### src/rtl/im_loader.sv
// im_loader: fills the instruction memory from a byte stream.
// Stream format: 16-bit big-endian word count N, then N big-endian 32-bit words.
// After the program words, the rest of IM is zero-filled. The CPU is held
// (cpu_hold=1) until the whole image is in place.
//
// Handshake: a byte moves only on a rising clk edge where byte_valid and
// byte_ready are both high. byte_ready depends only on loader state, never on
// byte_valid. byte_valid may drop at any time, and idle cycles change nothing.
module im_loader #(
    parameter int          ADDR_W  = 12,
    parameter logic [31:0] BASE_PC = 32'h0000_3000
) (
    input  logic              clk,
    input  logic              reset,
    input  logic              start,
    input  logic              byte_valid,
    input  logic [7:0]        byte_data,
    output logic              byte_ready,
    output logic              im_we,
    output logic [ADDR_W-1:0] im_addr,
    output logic [31:0]       im_wdata,
    output logic              busy,
    output logic              done,
    output logic              error,
    output logic              cpu_hold,
    output logic [31:0]       load_pc,
    output logic [2:0]        state_dbg
);

    typedef enum logic [2:0] {
        S_IDLE   = 3'd0,
        S_LEN_HI = 3'd1,
        S_LEN_LO = 3'd2,
        S_DATA   = 3'd3,
        S_CLEAR  = 3'd4,
        S_DONE   = 3'd5,
        S_ERR    = 3'd6
    } state_t;

    localparam logic [31:0] DEPTH = 32'd1 << ADDR_W;

    state_t            state;
    state_t            state_next;
    logic [15:0]       n_words;
    // One bit wider than the address, so that a count of DEPTH can be told
    // apart from wrap-around to address 0.
    logic [ADDR_W:0]   wptr;
    logic [23:0]       partial;   // first three bytes of the word being assembled
    logic [1:0]        bcnt;
    logic              accept;
    logic              start_ok;
    logic              wptr_at_n;
    logic              wptr_at_end;
    logic [15:0]       len_full;

    assign accept      = byte_valid & byte_ready;
    assign start_ok    = start & ((state == S_IDLE) | (state == S_DONE) | (state == S_ERR));
    assign len_full    = {n_words[15:8], byte_data};
    assign wptr_at_n   = (32'(wptr) == 32'(n_words));
    assign wptr_at_end = (32'(wptr) == DEPTH);
    assign load_pc     = BASE_PC;
    assign state_dbg   = state;

    // Status outputs decoded from state. In DATA, byte_ready drops once every
    // word has been issued, so no byte after the image is consumed.
    always_comb begin
        byte_ready = 1'b0;
        busy       = 1'b0;
        done       = 1'b0;
        error      = 1'b0;
        cpu_hold   = 1'b1;
        case (state)
            S_LEN_HI: begin byte_ready = 1'b1; busy = 1'b1; end
            S_LEN_LO: begin byte_ready = 1'b1; busy = 1'b1; end
            S_DATA:   begin byte_ready = ~wptr_at_n; busy = 1'b1; end
            S_CLEAR:  busy = 1'b1;
            S_DONE:   begin done = 1'b1; cpu_hold = 1'b0; end
            S_ERR:    error = 1'b1;
            default:  ;
        endcase
    end

    // Next-state logic.
    always_comb begin
        state_next = state;
        case (state)
            S_IDLE, S_DONE, S_ERR: if (start) state_next = S_LEN_HI;
            S_LEN_HI: if (accept) state_next = S_LEN_LO;
            S_LEN_LO: begin
                if (accept) begin
                    if (32'(len_full) > DEPTH)   state_next = S_ERR;
                    else if (len_full == 16'd0)  state_next = S_CLEAR;
                    else                         state_next = S_DATA;
                end
            end
            // Leave DATA in the cycle that shows the last word write.
            S_DATA: begin
                if (wptr_at_n) state_next = (32'(n_words) == DEPTH) ? S_DONE : S_CLEAR;
            end
            // Leave CLEAR in the cycle that shows the write of the top address.
            S_CLEAR: if (wptr_at_end) state_next = S_DONE;
            default: state_next = S_IDLE;
        endcase
    end

    // State register.
    always_ff @(posedge clk or negedge reset) begin
        if (!reset) state <= S_IDLE;
        else        state <= state_next;
    end

    // Datapath: length capture, word assembly, and registered IM write port.
    always_ff @(posedge clk or negedge reset) begin
        if (!reset) begin
            n_words  <= 16'd0;
            wptr     <= '0;
            partial  <= 24'd0;
            bcnt     <= 2'd0;
            im_we    <= 1'b0;
            im_addr  <= '0;
            im_wdata <= 32'd0;
        end else begin
            im_we <= 1'b0;
            if (start_ok) begin
                n_words <= 16'd0;
                wptr    <= '0;
                partial <= 24'd0;
                bcnt    <= 2'd0;
            end else begin
                case (state)
                    S_LEN_HI: if (accept) n_words[15:8] <= byte_data;
                    S_LEN_LO: if (accept) n_words[7:0]  <= byte_data;
                    S_DATA: begin
                        if (accept) begin
                            partial <= {partial[15:0], byte_data};
                            bcnt    <= bcnt + 2'd1;
                            if (bcnt == 2'd3) begin
                                im_we    <= 1'b1;
                                im_addr  <= wptr[ADDR_W-1:0];
                                im_wdata <= {partial, byte_data};
                                wptr     <= wptr + 1'b1;
                            end
                        end
                    end
                    S_CLEAR: begin
                        if (!wptr_at_end) begin
                            im_we    <= 1'b1;
                            im_addr  <= wptr[ADDR_W-1:0];
                            im_wdata <= 32'd0;
                            wptr     <= wptr + 1'b1;
                        end
                    end
                    default: ;
                endcase
            end
        end
    end

endmodule

### config.mk
export PLATFORM = sky130hd
export DESIGN_NAME = im_loader
export DESIGN_NICKNAME = d
export VERILOG_FILES = /design/src/rtl/im_loader.sv
export SDC_FILE = /design/constraint.sdc
export NUM_CORES = 1
export LEC_CHECK = 0
export CAP_MARGIN = 20
export CORE_MARGIN = 2
export CORE_UTILIZATION = 25
export CTS_CLUSTER_DIAMETER = 40
export DETAILED_ROUTE_END_ITERATION = 6
export PLACE_DENSITY = 0.5
export SLEW_MARGIN = 5
export SYNTH_ARGS = -nofsm -noshare
export SYNTH_HDL_FRONTEND = slang
export SYNTH_SLANG_ARGS = --single-unit
### constraint.sdc
create_clock -name clk -period 6 [get_ports clk]
set_input_delay 0.6 -clock clk [delete_from_list [all_inputs] [get_ports clk]]
set_output_delay 0.6 -clock clk [all_outputs]
set_load 0.01 [all_outputs]
Word-level counts from Yosys, hierarchy flattened
Cells that the tools add are included.

Equality and inequality tests: 21. Magnitude comparators: 1. Reductions and logical operators: 17. Bitwise gates (word level): 6. Mux-type cells: 42. $add $sub $neg: 2.

Operators with widths (count): $mux 32 (3); $mux 24 (3); $pmux 32 s2 (1); $mux 13 (4); $mux 12 (3); $pmux 13 s2 (1); $mux 8 (3); $pmux 12 s2 (1); $mux 3 (7); $eq 13x16->1 (1); $eq 16x13->1 const B (1); $gt 16x13->1 const B (1); $logic_not 16->1 (1); $mux 16 (1); $ne 2x2->1 const B (8); $pmux 3 s5 (1); $add 13x1->13 const B (1); $eq 13x13->1 const B (1); $reduce_and 5->1 (2); $reduce_bool 2->1 (5); $eq 3x3->1 const B (3); $mux 1 (9); $ne 3x3->1 const B (3); $eq 3x2->1 const B (2); 15 further kinds (23).

Bits in registers: 103. Input port bits: 12. Output and inout port bits: 85.

Longest topological paths before layout
Gate-level depths: netlist of the first run.

Depth in word-level cells: 7. Depth in mapped cells: 10. Gate-level depth less buffers: 8.

Least setup slack after synthesis of the first run
No wires, ideal clock.

Kind: flip-flop to flip-flop. Start: reg wptr[4]. End: reg im_addr[11]. Setup time: 0.125 ns. Period minus slack after synthesis: 2.158 ns. Stages on the path, launching flop included: 9. Path buffers: 3. Arrival: 2.034 ns. Setup slack: 3.842 ns. Path through: dfrtp_1 > buf_2 > xnor2_1 > nand4_1 > nor4_4 > o31a_2 > buf_6 > buf_2 > mux2_2.

Longest elaborated chain between the ends: 6. Elaborated cells on any way between the ends: 8. Those cells by class: 4 x eq/ne; 1 x mux; 2 x bitwise; 1 x reduce/logical.

Ends and longest elaborated chain: start: declaration (RTL line 47) `logic [ADDR_W:0] wptr;`; start signal: assignment (RTL line 141) `wptr <= wptr + 1'b1;`; start signal: assignment (RTL line 150) `wptr <= wptr + 1'b1;`; $eq 13x16->1 (RTL line 59) `assign wptr_at_n = (32'(wptr) == 32'(n_words));`; $not 1->1 (RTL line 75) `S_DATA: begin byte_ready = ~wptr_at_n; busy = 1'b1; end`; $pmux 1 s2 (RTL line 72) `case (state)`; $and 1x1->1 (RTL line 56) `assign accept = byte_valid & byte_ready;`; $ne 2x2->1 (no line); $reduce_and 5->1 (no line) (*); end signal: assignment (RTL line 139) `im_addr <= wptr[ADDR_W-1:0];`; end signal: assignment (RTL line 148) `im_addr <= wptr[ADDR_W-1:0];`; end: declaration (RTL line 20) `output logic [ADDR_W-1:0] im_addr,`.

Mark *: on every way between the ends. The rest lies on a longest branch, timed or not. A chain may end at the register's enable or synchronous reset.

Worst setup path after layout of the first run
Start: reg n_words[13]. End: out byte_ready.

Longest elaborated chain between the ends: 3.

Ends and longest elaborated chain: start: declaration (RTL line 44) `logic [15:0] n_words;`; start signal: assignment (RTL line 131) `S_LEN_HI: if (accept) n_words[15:8] <= byte_data;`; $eq 13x16->1 (RTL line 59); $not 1->1 (RTL line 75); $pmux 1 s2 (RTL line 72); end: declaration (RTL line 18) `output logic byte_ready,`.

No other way between the ends.

==> metrics, run 1 <==
post-synthesis cell count ~520; total power divided by cell area 483.0 mW/mm^2; total CTS buffers 9; final core occ 0.3086; Placed Area approximately 0.0057 mm^2; worst rel slew slack 0.3799; largest net degree at the start of global routing ~110; Hold Buf Count CTS 0; Critical Path Fanout Max 6; routed wire length between 10000 and 15000 um; drt drc 0; Crit path arrival time approximately 2.7 ns; Max Slew Vio Count 0; endpoints failing setup 0; status completed; Root Buffer clkbuf_16; WL/cell about 14 um; post-route ant nets 0; final instance area ~0.006 mm^2; synth-to-layout area growth 21.27%; core area just under 0.02 mm^2; initial detailed-routing violation count 219; routed vias/inst approximately 4.4; synthesized area between 0.004 and 0.005 mm^2; Yosys cell types 42; H-tree depth 3; post-cts resize count 0; Hold Crit Class in2async; overall fraction of global-route tracks in use 0.1167; Chip Height roughly 140 um; Final HPWL DP approximately 8400 um; register area share after synthesis 0.5205; # IOs a little under 100; ant diodes 0; CP Class reg2out; RSZ-0062 raised after global routing no; Post-layout nets just under 600; Pwr Total 2.901 mW; Fin Setup TNS 0 ns; Worst-path clk slew 0.08 ns; fmax 307.5 MHz; required time worst endpoint 5.40 ns; clock sinks just over 100; most frequent cells in the layout 131 x nand2_1, 103 x dfrtp_1, 63 x clkdlybuf4s50_1, 56 x o21ai_0, 32 x conb_1; vias in the first global route 3600; router iterations before antenna repair 4; I/O Buffers 64; Max Root-Sink Buffers 2; worst vdd ir approximately 0.26 mV; most common cell after layout, fill and taps aside nand2_1; P_leak 2.557 nW; initial antenna violation count 0; clk_lat worst skew 0.35 ns; gpl congestion approximately 0.88; Critical Path End Type output port; Final period util 0.5419; row cnt approximately 50; Die Span X 144.7 um; Fin. Hold Viols 0; Via Count 3710; Avg Inst Size Synth between 9 and 10 um^2; setup bufs post-CTS 0; type of origin of the critical path register; max-cap violations 0; first-pass GRT wire length roughly 19000 um; die area ~0.021 mm^2; GRT overflow 0; clk_skew 0.01384 ns; CTS tree yes; Synth Register Bits roughly 100; starting density of the core 0.2545; Synth Warn # 0; fraction of layout cells with a size suffix above 1 0.06316; pin slew with the least headroom to its limit around 0.93 ns; min cycle time layout around 3.3 ns
## synth_stat cells, drive strengths merged
library cell / n / share of area
nand2: 131 / 0.099
dfrtp: 103 / 0.52
o21ai: 56 / 0.057
buf: 49 / 0.069
nor2: 21 / 0.016
mux2i: 20 / 0.040
a21oi: 17 / 0.017
clkbuf: 17 / 0.013
xnor2: 15 / 0.027
mux2: 10 / 0.023
inv: 9 / 0.0068
nand3: 8 / 0.0081
nor4: 8 / 0.016
o31ai: 8 / 0.012
nand4: 6 / 0.0076
and3: 5 / 0.0063
o211ai: 5 / 0.0076
or4: 5 / 0.0076
ha: 3 / 0.0076
nor3: 3 / 0.0030
or3: 3 / 0.0038
conb: 2 / 0.0015
nor4b: 2 / 0.0035
o22a: 2 / 0.0035
o31a: 2 / 0.0038
xor2: 2 / 0.0035
a21boi: 1 / 0.0015
a31o: 1 / 0.0018
a31oi: 1 / 0.0013
and2: 1 / 0.0013
nand3b: 1 / 0.0015
nor3b: 1 / 0.0025
o21a: 1 / 0.0015
o221ai: 1 / 0.0018
o41ai: 1 / 0.0018
or3b: 1 / 0.0018
## kinds of logic after synthesis
logic type | after synthesis | share of synthesized area
multiplexers | 30 | 0.06316
flip-flops | 103 | 0.5205
adder cells (fa/ha/maj) | 3 | 0.007580
AND/OR/NAND/NOR | 196 | 0.1784
buffers and inverters | 75 | 0.08843
AO/OA/AOI/OAI | 96 | 0.1104
XOR/XNOR | 17 | 0.03007
other | 2 | 0.001516
## final timing paths
path / start / to / slack (ns) / depth (start not counted)
setup / recovery: n_words[13] / byte_ready / 2.75 / 6
hold / removal: reset / im_addr[10] / 0.24 / 1
setup reg to reg: state_dbg[2] / wptr[9] / 3.04 / 6
hold reg to reg: im_wdata[28] / im_wdata[28] / 0.48 / 2
max in group asynchronous: reset / n_words[3] / 4.56 / 2
min in group clk: im_wdata[28] / im_wdata[28] / 0.48 / 2
## power breakdown
group | internal [mW] | switching (mW) | leakage [nW] | total [mW]
logic | 0.528 | 0.632 | 1.01 | 1.16
registers | 0.923 | 0.202 | 1.40 | 1.12
clock network | 0.333 | 0.283 | 0.150 | 0.616
total | 1.78 | 1.12 | 2.56 | 2.90
## state kept, by name, summed over array words and instances, names as in the netlist
| register | cells |
|---|---|
| im_wdata | 32 |
| partial | 24 |
| wptr | 13 |
| n_words | 16 |
| state_dbg | 3 |
| im_we | 1 |
| im_addr | 12 |
| bcnt | 2 |
## metrics by stage
step                      cells  hold slack [ns]  setup slack (ns)
after floorplan             552           0.3044             3.842
after global placement      818           0.4663             2.901
after detailed placement    818           0.4736             2.793
after CTS                   834           0.2533             2.744
after global routing        835           0.2729             2.613
final                       835           0.2363             2.748
## final cells by class
cell class / count / area (um^2)
clock buffer: 9 / 225.2
clock inverter: 7 / 86.33
fill: 2034 / 13460
inverter: 9 / 33.78
multi-input combinational: 374 / 2063
sequential: 103 / 2577
tap: 265 / 331.6
timing repair buffer: 68 / 688.2
## per-layer routing
layer / track usage / share of wire
met5: 0 / 0
met4: 0.04394 / 0.010
met3: 0.02172 / 0.055
met2: 0.1755 / 0.45
met1: 0.1667 / 0.48
## worst max-delay path: stages (launching register included)
cell	delay, ns
dfrtp_1	0.39
nor3_1	0.47
nand2_1	0.17
nor4_4	0.44
and3_1	0.24
nor3_1	0.06
clkdlybuf4s50_1	0.52
(Power assumes the default switching activity.)
==> inputs of run 2 (changes only) <==
- clock period: 6 -> 3.38 ns (I/O delays scaled with it)
==> metrics, run 2 (synthesis results as in run 1) <==
synth-to-layout area growth 22.06%; largest net degree at the start of global routing 78 (-26%); Hold Buf Count CTS 0 (unchanged); most frequent cells in the layout 131 x nand2_1, 103 x dfrtp_1, 63 x clkdlybuf4s50_1, 56 x o21ai_0, 32 x conb_1; Chip Height 144.7 um (unchanged); Net Switching 1.945 mW (+74%); most common cell after layout, fill and taps aside nand2_1; initial antenna violation count 0 (unchanged); fmax between 300 and 400 MHz; required time worst endpoint 3.04 ns (-2.36 ns); ant diodes 0 (unchanged); max-cap violations 0 (unchanged); dpl ws 0.6464 ns (-2.146 ns); largest registers im_wdata: 32 flops, partial: 24 flops, n_words: 16 flops; gpl congestion 0.8171 (-7.3%); R2R Setup Slk 0.64 ns (-2.40 ns); Hold Crit Class in2async; clock share of power 0.231 (+0.019); fin worst setup slack 0.4719 ns (-2.277 ns); clk_lat worst skew 0.35 ns (about the same); Critical Path End Type output port; worst rel slew slack 0.3692 (-0.01068); Crit path arrival time 2.57 ns (-0.08 ns); worst vdd ir 0.4117 mV (+57%); clock sinks 103 (unchanged); Max Slew Vio Count 0 (unchanged); CTS tree yes; I/O Buffers 64 (unchanged); GRT overflow 0 (unchanged); # IOs 97 (unchanged); post-route ant nets 0 (unchanged); min cycle time layout roughly 2.9 ns; Die Span X 144.7 um (unchanged); row cnt 51 (unchanged); Final HPWL DP 8550 um (+2.1%); first-pass GRT wire length 19710 um (+3.0%); Root Buffer clkbuf_16; Max Root-Sink Buffers 2 (unchanged); Pint 3.347 mW (+88%); pin slew with the least headroom to its limit 0.9462 ns (+0.01601 ns); Sw Ratio 0.3676 (-0.01749); die area 0.02095 mm^2 (unchanged); vias in the first global route 3620 (+0.56%); combinational share of power 0.389 (-0.011); Fin Setup TNS 0 ns (unchanged); number of flip-flops under the largest register name 32 (unchanged); share of power burned in registers 0.380 (-0.008); fraction of layout cells with a size suffix above 1 0.06469 (+0.001527); type of origin of the critical path register; P_leak 2.579 nW (+0.89%); starting density of the core 0.2545 (unchanged); post-cts resize count 0 (unchanged); H-tree depth 3 (unchanged); setup bufs post-CTS 0 (unchanged); Reg with most FFs im_wdata; met3 wire length 686 um (+4.6%); router iterations before antenna repair 5 (+1); Via Count 3670 (-1.1%); Fin. Hold Viols 0 (unchanged); DR WL met2 5380 um (-0.15%); layout filler cell count 2026 (-0.39%); status completed; routed wire length 12060 um (+1.0%); Post-layout nets 582 (+0.34%); Worst-path clk slew 0.07 ns (about the same); routed vias/inst 4.385 (-1.3%); endpoints failing setup 0 (unchanged); core area 0.01946 mm^2 (unchanged); top routing layer used met4; reg2reg path depth 6 (unchanged); Final period util 0.8604; clk_skew 0.01046 ns (-0.003380 ns); initial detailed-routing violation count 249 (+14%); drt drc 0 (unchanged); WL/cell 14.41 um (+0.76%); Critical Path Fanout Max 9 (+3); total CTS buffers 9 (unchanged); total power divided by cell area 875.6 mW/mm^2 (+81%); CP Class reg2out; RSZ-0062 raised after global routing no; overall fraction of global-route tracks in use 0.1206 (+0.003854); M1 WL 5796 um (+0.29%)
run 2: cell count changes in the layout (fill, tap and decap cells not counted), sizes merged:
cell and change:
clkbuf +3, inv -3, buf +2, bufinv +2
clkinv -1, clkinvlp -1
run 2: final timing paths:
check / start / end
min reg2reg: im_wdata[28] / im_wdata[28]
max in group asynchronous: reset / im_wdata[16]
min in group clk: im_wdata[28] / im_wdata[28]
max: wptr[4] / byte_ready
min: reset / im_addr[10]
max reg2reg: wptr[4] / im_wdata[17]
run 2: area by class of cell:
| type | instances | area [um^2] | area share |
|---|---|---|---|
| clock buffer | 12 | 256.5 | 0.04243 |
| clock inverter | 4 | 98.84 | 0.01635 |
| inverter | 9 | 33.78 | 0.005589 |
| multi-input combinational | 374 | 2063 | 0.3413 |
| sequential | 103 | 2577 | 0.4264 |
| tap | 265 | 331.6 | 0.05485 |
| timing repair buffer | 70 | 683.2 | 0.1130 |
run 2: metrics by stage:
| step | total power, mW | util | std cells | hold slack [ns] | cell area [um^2] |
|---|---|---|---|---|---|
| floorplan | 3.247 | - | 552 | 0.04241 | 5065 |
| global placement | 4.083 | 0.2923 | 821 | 0.4686 | 5689 |
| detailed placement | 4.118 | 0.2923 | 821 | 0.4706 | 5689 |
| CTS | 5.357 | 0.3106 | 837 | 0.1723 | 6045 |
| global route | 5.682 | 0.3106 | 837 | 0.2023 | 6045 |
| finish | 5.293 | 0.3106 | 837 | 0.1202 | 6045 |
run 2: power groups by stage:
stage / logic [mW] / clock network [mW] / registers [mW]
finish: 2.06 / 1.22 / 2.01
global route: 2.30 / 1.30 / 2.08
CTS: 2.08 / 1.25 / 2.02
detailed placement: 2.08 / 0 / 2.04
global placement: 2.05 / 0 / 2.03
floorplan: 1.24 / 0 / 2.00
run 2: worst max-delay path, stage by stage, from the launching register on:
cell,delay [ns]
dfrtp_1,0.49
xnor2_1,0.19
nand4_1,0.19
nor4_4,0.52
and3_1,0.26
nor3_1,0.06
clkdlybuf4s50_1,0.51
run 2: layer usage:
metal / track usage / vias up
met5: 0 / -
met1: 0.1721 / 1741
met4: 0.04752 / 0
met3: 0.02501 / 12
li1: - / 1794
met2: 0.1783 / 123
==> inputs of run 3 (changes only) <==
- ABC_AREA: not set -> 0
==> results of run 3 <==
Final layout, timing and power as in run 2 (identical DEF).
